**src/rtl/alu_muldiv_pkg.sv**
```systemverilog
// Shared definitions for the RV32M multiply/divide unit: funct3 op codes and FSM states.
package alu_muldiv_pkg;

    localparam logic [2:0] MULDIV_OP_MUL    = 3'd0;
    localparam logic [2:0] MULDIV_OP_MULH   = 3'd1;
    localparam logic [2:0] MULDIV_OP_MULHSU = 3'd2;
    localparam logic [2:0] MULDIV_OP_MULHU  = 3'd3;
    localparam logic [2:0] MULDIV_OP_DIV    = 3'd4;
    localparam logic [2:0] MULDIV_OP_DIVU   = 3'd5;
    localparam logic [2:0] MULDIV_OP_REM    = 3'd6;
    localparam logic [2:0] MULDIV_OP_REMU   = 3'd7;

    typedef enum logic [1:0] {IDLE, MUL, DIV, DONE} muldiv_state_t;

    // funct3[2] separates the divide/remainder group from the multiplies.
    function automatic logic op_is_div(input logic [2:0] op);
        return op[2];
    endfunction

endpackage

```
**src/rtl/alu_muldiv_if.sv**
```systemverilog
// Request/response handshake bundle between the execute stage and the multiply/divide unit.
interface alu_muldiv_if #(parameter int DATA_WIDTH = 32);

    logic                  flush;
    logic                  in_valid;
    logic                  in_ready;
    logic [2:0]            op;
    logic [DATA_WIDTH-1:0] op_a;
    logic [DATA_WIDTH-1:0] op_b;
    logic                  out_valid;
    logic                  out_ready;
    logic [DATA_WIDTH-1:0] result;
    logic                  div_zero;

    modport master (
        output flush, in_valid, op, op_a, op_b, out_ready,
        input  in_ready, out_valid, result, div_zero
    );

    modport slave (
        input  flush, in_valid, op, op_a, op_b, out_ready,
        output in_ready, out_valid, result, div_zero
    );

endinterface

```
**src/rtl/alu_muldiv_div_iter.sv**
```systemverilog
// One restoring-division step on magnitudes: shift in the next dividend bit, trial-subtract the divisor.
module alu_muldiv_div_iter #(
    parameter int DATA_WIDTH = 32
) (
    input  logic [DATA_WIDTH-1:0] i_rem,
    input  logic [DATA_WIDTH-1:0] i_quo,
    input  logic [DATA_WIDTH-1:0] i_divisor,
    output logic [DATA_WIDTH-1:0] o_rem,
    output logic [DATA_WIDTH-1:0] o_quo
);

    logic [DATA_WIDTH:0] w_shifted;
    logic [DATA_WIDTH:0] w_diff;

    assign w_shifted = {i_rem, i_quo[DATA_WIDTH-1]};
    assign w_diff    = w_shifted - {1'b0, i_divisor};

    // Top bit of the difference is the borrow: set means the divisor did not fit.
    assign o_rem = w_diff[DATA_WIDTH] ? w_shifted[DATA_WIDTH-1:0] : w_diff[DATA_WIDTH-1:0];
    assign o_quo = {i_quo[DATA_WIDTH-2:0], ~w_diff[DATA_WIDTH]};

endmodule

```
**src/rtl/alu_muldiv.sv**
```systemverilog
// Iterative RV32M multiply/divide unit with valid/ready handshakes.
// Define ALU_MULDIV_FAST_MUL_EN for single-cycle combinational multiplies; divides always iterate.
module alu_muldiv
    import alu_muldiv_pkg::*;
#(
    parameter  int DATA_WIDTH = 32,
    localparam int CNT_W      = $clog2(DATA_WIDTH) + 1
) (
    input  logic          clk,
    input  logic          rst_n,
    alu_muldiv_if.slave   bus
);

    localparam int W  = DATA_WIDTH;
    localparam int W2 = 2 * DATA_WIDTH;

    function automatic logic [W-1:0] cond_neg(input logic [W-1:0] x, input logic neg);
        return neg ? -x : x;
    endfunction

    function automatic logic [W2-1:0] cond_neg2(input logic [W2-1:0] x, input logic neg);
        return neg ? -x : x;
    endfunction

    muldiv_state_t   r_state;
    logic [CNT_W-1:0] r_cnt;
    logic [2:0]      r_op;
    logic            r_neg_q;
    logic            r_neg_r;
    logic [W-1:0]    r_mcand;
    logic [W2-1:0]   r_prod;
    logic [W-1:0]    r_result;
    logic            r_div_zero;

    logic            w_accept;
    logic            w_is_div;
    logic            w_a_signed;
    logic            w_b_signed;
    logic            w_sa;
    logic            w_sb;
    logic [W-1:0]    w_mag_a;
    logic [W-1:0]    w_mag_b;
    logic            w_b_zero;
    logic            w_ovf;
    logic [W-1:0]    w_special_res;
    logic [W:0]      w_mul_sum;
    logic [W2-1:0]   w_mul_next;
    logic [W2-1:0]   w_mul_fix;
    logic [W-1:0]    w_div_rem;
    logic [W-1:0]    w_div_quo;
    logic [W-1:0]    w_mul_res;
    logic [W-1:0]    w_div_res;
    logic [W-1:0]    w_fin;

    assign w_accept   = (r_state == IDLE) && bus.in_valid && !bus.flush;
    assign w_is_div   = op_is_div(bus.op);
    assign w_a_signed = (bus.op == MULDIV_OP_MULH) || (bus.op == MULDIV_OP_MULHSU) ||
                        (bus.op == MULDIV_OP_DIV)  || (bus.op == MULDIV_OP_REM);
    assign w_b_signed = (bus.op == MULDIV_OP_MULH) || (bus.op == MULDIV_OP_DIV) ||
                        (bus.op == MULDIV_OP_REM);
    assign w_sa       = w_a_signed && bus.op_a[W-1];
    assign w_sb       = w_b_signed && bus.op_b[W-1];
    assign w_mag_a    = cond_neg(bus.op_a, w_sa);
    assign w_mag_b    = cond_neg(bus.op_b, w_sb);
    assign w_b_zero   = (bus.op_b == '0);
    assign w_ovf      = ((bus.op == MULDIV_OP_DIV) || (bus.op == MULDIV_OP_REM)) &&
                        (bus.op_a == {1'b1, {(W-1){1'b0}}}) && (bus.op_b == '1);

    // funct3[1] selects the remainder flavour among the divide ops.
    assign w_special_res = w_b_zero ? (bus.op[1] ? bus.op_a : '1)
                                    : (bus.op[1] ? '0 : bus.op_a);

    // Shift-add step: multiplier sits in the low half and is consumed LSB first.
    assign w_mul_sum  = {1'b0, r_prod[W2-1:W]} + {1'b0, (r_prod[0] ? r_mcand : '0)};
    assign w_mul_next = {w_mul_sum, r_prod[W-1:1]};

    alu_muldiv_div_iter #(.DATA_WIDTH(W)) u_div_iter (
        .i_rem     (r_prod[W2-1:W]),
        .i_quo     (r_prod[W-1:0]),
        .i_divisor (r_mcand),
        .o_rem     (w_div_rem),
        .o_quo     (w_div_quo)
    );

    assign w_mul_fix = cond_neg2(w_mul_next, r_neg_q);
    assign w_mul_res = (r_op == MULDIV_OP_MUL) ? w_mul_fix[W-1:0] : w_mul_fix[W2-1:W];
    assign w_div_res = r_op[1] ? cond_neg(w_div_rem, r_neg_r) : cond_neg(w_div_quo, r_neg_q);
    assign w_fin     = (r_state == DIV) ? w_div_res : w_mul_res;

`ifdef ALU_MULDIV_FAST_MUL_EN
    logic [W2-1:0] w_fast_prod;
    logic [W-1:0]  w_fast_res;

    assign w_fast_prod = cond_neg2(W2'(w_mag_a) * W2'(w_mag_b), w_sa ^ w_sb);
    assign w_fast_res  = (bus.op == MULDIV_OP_MUL) ? w_fast_prod[W-1:0] : w_fast_prod[W2-1:W];
`endif

    always_ff @(posedge clk or negedge rst_n) begin
        if (!rst_n) begin
            r_state    <= IDLE;
            r_cnt      <= '0;
            r_result   <= '0;
            r_div_zero <= 1'b0;
        end else if (bus.flush) begin
            r_state <= IDLE;
            r_cnt   <= '0;
        end else begin
            case (r_state)
                IDLE: if (w_accept) begin
                    if (w_is_div && (w_b_zero || w_ovf)) begin
                        r_state    <= DONE;
                        r_result   <= w_special_res;
                        r_div_zero <= w_b_zero;
                    end else if (w_is_div) begin
                        r_state <= DIV;
                        r_cnt   <= CNT_W'(W);
                    end else begin
`ifdef ALU_MULDIV_FAST_MUL_EN
                        r_state    <= DONE;
                        r_result   <= w_fast_res;
                        r_div_zero <= 1'b0;
`else
                        r_state <= MUL;
                        r_cnt   <= CNT_W'(W);
`endif
                    end
                end
                MUL, DIV: begin
                    r_cnt <= r_cnt - CNT_W'(1);
                    if (r_cnt == CNT_W'(1)) begin
                        r_state    <= DONE;
                        r_result   <= w_fin;
                        r_div_zero <= 1'b0;
                    end
                end
                DONE: if (bus.out_ready) r_state <= IDLE;
                default: r_state <= IDLE;
            endcase
        end
    end

    // Operands are held as magnitudes; signs are reapplied only when the result is formed.
    always_ff @(posedge clk) begin
        if (w_accept) begin
            r_op    <= bus.op;
            r_neg_q <= w_sa ^ w_sb;
            r_neg_r <= w_sa;
            r_mcand <= w_is_div ? w_mag_b : w_mag_a;
            r_prod  <= {{W{1'b0}}, (w_is_div ? w_mag_a : w_mag_b)};
        end else if (r_state == MUL) begin
            r_prod <= w_mul_next;
        end else if (r_state == DIV) begin
            r_prod <= {w_div_rem, w_div_quo};
        end
    end

    assign bus.in_ready  = (r_state == IDLE);
    assign bus.out_valid = (r_state == DONE);
    assign bus.result    = r_result;
    assign bus.div_zero  = r_div_zero;

endmodule

```
**src/flat_wrapper.sv**
```systemverilog
// flat-port wrapper written by rule: the top's interface ports become plain ports
module alu_muldiv_flat import alu_muldiv_pkg::*;
#(
    parameter  int DATA_WIDTH = 32,
    localparam int CNT_W      = $clog2(DATA_WIDTH) + 1
)
  (clk, rst_n, bus_flush, bus_in_valid, bus_op, bus_op_a, bus_op_b, bus_out_ready, bus_in_ready, bus_out_valid, bus_result, bus_div_zero);
  alu_muldiv_if #(.DATA_WIDTH(DATA_WIDTH)) bus_i ();
  input  logic clk;
  input  logic rst_n;
  input wire logic [$bits(bus_i.flush)-1:0] bus_flush;
  input wire logic [$bits(bus_i.in_valid)-1:0] bus_in_valid;
  input wire logic [$bits(bus_i.op)-1:0] bus_op;
  input wire logic [$bits(bus_i.op_a)-1:0] bus_op_a;
  input wire logic [$bits(bus_i.op_b)-1:0] bus_op_b;
  input wire logic [$bits(bus_i.out_ready)-1:0] bus_out_ready;
  output wire logic [$bits(bus_i.in_ready)-1:0] bus_in_ready;
  output wire logic [$bits(bus_i.out_valid)-1:0] bus_out_valid;
  output wire logic [$bits(bus_i.result)-1:0] bus_result;
  output wire logic [$bits(bus_i.div_zero)-1:0] bus_div_zero;
  assign bus_i.flush = bus_flush;
  assign bus_i.in_valid = bus_in_valid;
  assign bus_i.op = bus_op;
  assign bus_i.op_a = bus_op_a;
  assign bus_i.op_b = bus_op_b;
  assign bus_i.out_ready = bus_out_ready;
  assign bus_in_ready = bus_i.in_ready;
  assign bus_out_valid = bus_i.out_valid;
  assign bus_result = bus_i.result;
  assign bus_div_zero = bus_i.div_zero;
  alu_muldiv #(.DATA_WIDTH(DATA_WIDTH)) u_core (.clk(clk), .rst_n(rst_n), .bus(bus_i));
endmodule
```
**config.mk**
```make
export PLATFORM = sky130hd
export DESIGN_NAME = alu_muldiv_flat
export DESIGN_NICKNAME = d
export VERILOG_FILES = /design/src/rtl/alu_muldiv_pkg.sv /design/src/rtl/alu_muldiv_if.sv /design/src/rtl/alu_muldiv_div_iter.sv /design/src/rtl/alu_muldiv.sv /design/src/flat_wrapper.sv
export SDC_FILE = /design/constraint.sdc
export NUM_CORES = 1
export LEC_CHECK = 0
export ABC_AREA = 1
export BUFFER_PORTS_ARGS = -buffer_cell sky130_fd_sc_hd__clkbuf_2
export CORE_UTILIZATION = 35
export DETAILED_ROUTE_END_ITERATION = 10
export RECOVER_POWER = 100
export SYNTH_ARGS = -nofsm -noshare
export SYNTH_HDL_FRONTEND = slang
export SYNTH_SLANG_ARGS = --single-unit
export TNS_END_PERCENT = 5
```
**constraint.sdc**
```tcl
create_clock -name clk -period 4 [get_ports clk]
set_input_delay 0.6 -clock clk [delete_from_list [all_inputs] [get_ports clk]]
set_output_delay 0.6 -clock clk [all_outputs]
set_load 0.01 [all_outputs]
```
==> results.py, run 1 <==
metrics = {
    "status": {
        "status": "finished, violations left",
        "violations": "max-capacitance violations, max-slew violations",
    },
    "cts": {
        "clk_latency_ns": 0.49,
        "cts_sinks": 142,
        "cts_tree": "built",
        "cts.path.max_buffers": 2,
        "htree_levels": 4,
        "clkTransAtPathRegs_ns": 0.08,
        "numCtsBuffers": 17,
        "root_buffer": "clkbuf_16",
    },
    "yosys": {
        "ys_seq_area_share_pct": 19.60,
        "postSynthCellCount": 3365,
        "ys_top_cells_by_count": "982 x nand2_1, 457 x inv_1, 404 x nor2_1",
        "synthTopCellsByArea": "nand2_1 19%, edfxtp_1 11%, inv_1 9.0%",
        "yosys.area_share.simple_pct": 40.02,
        "synth_top_family_by_area": "simple AND/OR/NAND/NOR gates",
        "synth_compound_area_share_pct": 18.55,
        "synth_top_area_cell": "nand2_1",
        "syn_nets": 3516,
        "yosysTopAreaCellShare_pct": 19.32,
        "syn_avg_cell_area_um2": 5.669,
        "yosysMostFrequentCell": "nand2_1",
        "muxShareOfSynthArea_pct": 0.1050,
        "async_flop_share_pct": 28.87,
        "ys_warn_count": 0,
        "synthXorXnorAreaFrac_pct": 4.316,
        "synth_area_um2": 19070,
        "ys.flop_type": "edfxtp_1",
        "ys_types": 54,
        "synth_enable_flop_cells": 69,
        "synth-seq-cells": 142,
        "synth_adder_area_share_pct": 5.261,
    },
    "setup_path": {
        "r2r_start": "u_core.r_mcand[19]",
        "startpoint": "u_core.r_mcand[19]",
        "worst_path_max_delay_cell": "edfxtp_1",
        "cpPeakStageDelay_ns": 0.55,
        "r2r_slack_ns": 0.14,
        "required_ns": 4.37,
        "end_kind": "flip-flop",
        "cpMostUsedCell": "nand2_1",
        "worst-path-max-fanout": 13,
        "arrival_ns": 4.24,
        "rr_worst_depth": 25,
        "crit_end": "u_core.bus.result[19]",
        "startpoint_type": "flip-flop",
        "criticalPathCategory": "reg2reg",
        "timing.rr.end": "u_core.bus.result[19]",
    },
    "global_routing": {
        "antenna_found_initial": 1,
        "grt_pass1_wl_mm": 135.8,
        "grt_use_total_pct": 32.72,
        "gr-total-overflow": 0,
        "grt_max_degree": 106,
        "grt_pass1_vias": 21511,
    },
    "job": {
        "cap_violations": 4,
    },
    "floorplanning": {
        "start_util_pct": 35.45,
        "die_area_um2": 55440,
        "ios": 107,
        "die_x_um": 235.5,
        "row_count": 85,
        "die_h_um": 235.5,
        "coreArea_um2": 53810,
    },
    "sta": {
        "fin_ws_ns": 0.1354,
        "min_period_over_period_pct": 96.61,
        "hold_viol": 0,
        "worst_clock_skew_ns": 0.02062,
        "finalSetupViolCount": 0,
        "rsz0062_at_grt": "true",
        "worst_pin_slew_ns": 2.627,
        "maxSlewViolCount": 155,
        "tns_ns": 0,
        "period_needed_ns": 3.865,
        "slew_headroom_pct": -75.11,
        "max_clock_freq_ghz": 0.2588,
    },
    "detailed_routing": {
        "totalWireLength_mm": 92.80,
        "viasPerCell": 5.576,
        "dr.pass1.iters": 7,
        "first_iter_violations": 2809,
        "drc": 0,
        "wl_per_cell_um": 22.04,
        "ant_nets": 0,
        "vias": 23479,
    },
    "placed_design": {
        "placed_cell_area_um2": 20940,
        "hpwlAfterDp_mm": 75.87,
        "place_congestion": 1.056,
        "port_buffers": 106,
        "pre_cts_ws_ns": 0.04384,
    },
    "layout": {
        "fin_util_pct": 40.76,
        "nets": 3653,
        "syn_to_final_growth_pct": 14.98,
        "layout-drive-gt1-share_pct": 11.01,
        "final_area_um2": 21930,
        "antenna_cells": 0,
        "num-fill-cells": 6143,
    },
    "pwr": {
        "p_per_area_nw_per_um2": 803.8,
        "power.leakage_nw": 10.64,
        "ir_drop_mv": 0.7501,
    },
    "worst_hold_path": {
        "holdCritStartpoint": "bus_op[0]",
        "hold_class": "in2reg",
    },
}
==> per-stage QoR <==
step                cells  hold slack (ns)  total power [mW]
global placement     4166           0.4774             15.09
detailed placement   4166           0.4885             15.04
CTS                  4198           0.2133             16.77
global route         4211           0.4363             18.72
floorplan            3365           0.3044             10.33
finish               4211           0.4343             17.63
==> report_power, final <==
group / switching (mW) / total, mW / internal (mW)
clock: 0.845 / 1.68 / 0.835
combinational: 8.88 / 12.9 / 4.01
sequential: 0.809 / 3.06 / 2.25
==> routing by layer <==
| layer | global-route usage, % | share of wire [%] | wire (um) | vias to the layer above |
|---|---|---|---|---|
| met5 | 0 | 0.014 | 13 | - |
| met4 | 17.85 | 6.2 | 5709 | 2 |
| met3 | 4.022 | 8.7 | 8120 | 230 |
| met2 | 51.78 | 44 | 40690 | 1222 |
| met1 | 43.26 | 41 | 38270 | 10773 |
| li1 | - | - | - | 11252 |
==> what timing repair did <==
action,4_1_cts,5_1_grt
resized for setup,0,99
endpoints found under the setup margin,0,26
buffers inserted,0,12
hold buffers,0,0
==> layout by cell type (no fill, tap or decap), types with 25 or more instances in the layout <==
cell and count:
nand3_1 216, nand2_2 39, nor3_1 62, inv_1 455
dfxtp_1 32, nand2_1 965, dfrtp_1 41, xor2_1 66
nor2_2 27, ha_1 65, a31oi_1 25, a21oi_1 192
buf_4 127, o21ai_0 268, edfxtp_1 69, clkbuf_2 67
clkbuf_1 45, nand4_1 53, nor2_1 384, o211ai_1 48
==> critical path, delay by kind of cell (launching register included) <==
kind | cells | cell delay (ns)
buffers and inverters | 3 | 0.39
AND/OR/NAND/NOR | 19 | 2.12
flip-flops | 1 | 0.55
adder cells (fa/ha/maj) | 1 | 0.33
AO/OA/AOI/OAI | 2 | 0.36
==> layout make-up <==
type,instances,area (um2),area share [%]
Tap cell,696,870.8,3.971
Sequential cell,142,3739,17.05
Multi-Input combinational cell,2624,13390,61.06
Inverter,473,1775,8.095
Clock buffer,17,425.4,1.940
Timing Repair Buffer,244,1563,7.125
Clock inverter,15,167.7,0.7644
==> registers in the layout, indices dropped and copies added (netlist names) <==
signal,flops
u_core.r_prod,64
u_core.r_state,2
u_core.r_cnt,6
u_core.r_neg_r,1
u_core.bus.div_zero,1
u_core.r_op,3
u_core.r_mcand,32
u_core.r_neg_q,1
u_core.bus.result,32
==> worst min path at each step <==
stage                                        to  slack, ns  depth (start not counted)
after floorplan             u_core.bus.div_zero       0.30                          0
after global placement     u_core.bus.result[0]       0.48                          2
after detailed placement   u_core.bus.result[0]       0.49                          2
after CTS                 u_core.bus.result[10]       0.21                          2
after global routing             u_core.r_op[0]       0.44                          1
final                            u_core.r_op[0]       0.43                          1
==> logic make-up after synthesis <==
family / count (synthesis)
and+or+nand+nor: 1815
xor gates and xnor gates: 94
buffers and inverters: 599
adders and majority gates: 79
DFF: 142
muxes: 2
AOI/OAI and AO/OA: 634
Note: power is estimated with default switching activity, not from simulation.
==> inputs of run 2 (changes only) <==
--- a/config.mk
+++ b/config.mk
@@ -9,6 +9,7 @@
 export BUFFER_PORTS_ARGS = -buffer_cell sky130_fd_sc_hd__clkbuf_2
 export CORE_UTILIZATION = 35
 export DETAILED_ROUTE_END_ITERATION = 10
+export PLACE_DENSITY = 0.52
 export RECOVER_POWER = 100
 export SYNTH_ARGS = -nofsm -noshare
 export SYNTH_HDL_FRONTEND = slang
==> run 2 against run 1 <==
  * The flow still finishes with violations (max-capacitance violations, max-slew violations)
  * Power decreased by 1.1%
  * Count of clock-buffer cells in the layout increased by 2
  * Combinational power about the same
==> results.py, run 2 (same netlist as run 1, synthesis figures left out) <==
metrics = {
    "status": {
        "status": "finished, violations left",
        "violations": "max-capacitance violations, max-slew violations",
    },
    "layout": {
        "top_register": "u_core.r_prod",
        "nets": 3660,
        "num-fill-cells": 6154,
        "largest_reg_flops": 64,
        "stdcell_count": 4218,
        "syn_to_final_growth_pct": 14.04,
        "antenna_cells": 0,
        "layout-drive-gt1-share_pct": 10.22,
        "final_area_um2": 21750,
        "final_cell_mix": "973 x nand2_1, 455 x inv_1, 389 x nor2_1",
        "layout_commonest_cell": "nand2_1",
    },
    "sta": {
        "slew_headroom_pct": -58.17,
        "worst_clock_skew_ns": 0.01653,
        "rsz0062_at_grt": "true",
        "hold_viol": 0,
        "worst_pin_slew_ns": 2.372,
        "maxSlewViolCount": 241,
        "period_needed_ns": 3.929,
        "min_period_over_period_pct": 98.23,
        "finalSetupViolCount": 0,
        "max_clock_freq_ghz": 0.2545,
        "fin_ws_ns": 0.07100,
    },
    "floorplanning": {
        "die_area_um2": 55440,
        "row_count": 85,
        "die_x_um": 235.5,
        "ios": 107,
        "coreArea_um2": 53810,
        "die_h_um": 235.5,
        "start_util_pct": 35.45,
    },
    "cts": {
        "cts_sinks": 142,
        "numCtsBuffers": 17,
        "cts_tree": "built",
        "cts.path.max_buffers": 2,
        "clk_latency_ns": 0.47,
        "clkTransAtPathRegs_ns": 0.07,
        "htree_levels": 4,
        "root_buffer": "clkbuf_16",
        "ctsHoldBuffers": 0,
    },
    "global_routing": {
        "antenna_found_initial": 0,
        "grt_pass1_vias": 21631,
        "grt_pass1_wl_mm": 140.2,
        "grt_use_total_pct": 34.11,
        "grt_max_degree": 106,
        "gr-total-overflow": 0,
    },
    "placed_design": {
        "place_congestion": 1.036,
        "port_buffers": 106,
        "placed_cells": 4178,
        "pre_cts_ws_ns": 0.06698,
        "placed_cell_area_um2": 21020,
        "hpwlAfterDp_mm": 78.89,
    },
    "detailed_routing": {
        "totalWireLength_mm": 95.61,
        "ant_nets": 0,
        "vias": 23065,
        "first_iter_violations": 2692,
        "drc": 0,
        "dr.pass1.iters": 7,
        "wl_per_cell_um": 22.67,
        "viasPerCell": 5.468,
    },
    "worst_hold_path": {
        "hold_class": "in2async",
    },
    "job": {
        "cap_violations": 4,
    },
    "pwr": {
        "ir_drop_mv": 0.4619,
        "power.leakage_nw": 10.64,
        "p_per_area_nw_per_um2": 801.5,
    },
    "setup_path": {
        "required_ns": 4.20,
        "cpPeakStageDelay_ns": 1.72,
        "end_kind": "flip-flop",
        "criticalPathCategory": "reg2reg",
        "worst_path_max_delay_cell": "buf_2",
        "crit_chain": "inv_1, ha_1, inv_1, nor3_1, buf_2, o21ai_0, a21oi_1, a21oi_1",
        "worst-path-max-fanout": 105,
        "arrival_ns": 4.12,
        "startpoint_type": "flip-flop",
    },
}
run 2: final timing paths:
kind                       cells after the start  slack [ns]            startpoint                     to
min reg2reg                                    2        0.49  u_core.bus.result[1]   u_core.bus.result[1]
max                                            8        0.07     u_core.r_state[0]       u_core.r_prod[4]
max reg2reg                                    8        0.07     u_core.r_state[0]       u_core.r_prod[4]
min in group clk                               1        0.48             bus_op[0]         u_core.r_op[0]
min                                            1        0.34                 rst_n  u_core.bus.result[21]
max in group asynchronous                      2        1.56                 rst_n   u_core.bus.result[3]
run 2: repair_timing:
item                       CTS  global route
setup buffers                0             8
setup endpoints to repair    0            26
resized for setup            0            54
run 2: critical path, delay by kind of cell (launching register included):
family / cells / cell delay (ns)
compound gates: 3 / 0.68
fa+ha+maj: 1 / 0.24
buf+inv: 3 / 1.94
flops: 1 / 0.41
simple gates: 1 / 0.27
run 2: cell type report:
cell class | instances | area [um2] | area share (%)
flip-flops and latches | 142 | 3739 | 17.19
inverters | 473 | 1775 | 8.162
clock buffers | 19 | 432.9 | 1.990
clock inverters | 13 | 138.9 | 0.6385
well taps | 696 | 870.8 | 4.003
multi-input cells | 2624 | 13200 | 60.68
repair buffers | 251 | 1595 | 7.334
run 2: routing by layer:
layer	GRT usage, %	vias to the layer above	wire [um]
met5	0	-	0
met4	19.27	0	6328
met1	44.17	10565	40180
li1	-	11253	-
met3	3.928	216	6844
met2	55.05	1031	42260
run 2: per-stage QoR:
step / hold slack, ns / power (mW) / util [%] / setup TNS (ns)
6_report: 0.3426 / 17.44 / 40.42 / 0
5_1_grt: 0.3884 / 18.64 / 40.42 / -0.2142
4_1_cts: 0.1087 / 16.92 / 40.11 / 0
3_5_place_dp: 0.4868 / 15.20 / 39.05 / 0
3_3_place_gp: 0.4779 / 15.30 / 39.05 / 0
2_1_floorplan: 0.3044 / 10.33 / - / 0
run 2: report_power, final:
part | total [mW] | internal, mW | switching [mW]
clock network | 1.66 | 0.921 | 0.741
registers | 3.07 | 2.25 | 0.818
logic | 12.7 | 3.91 | 8.79
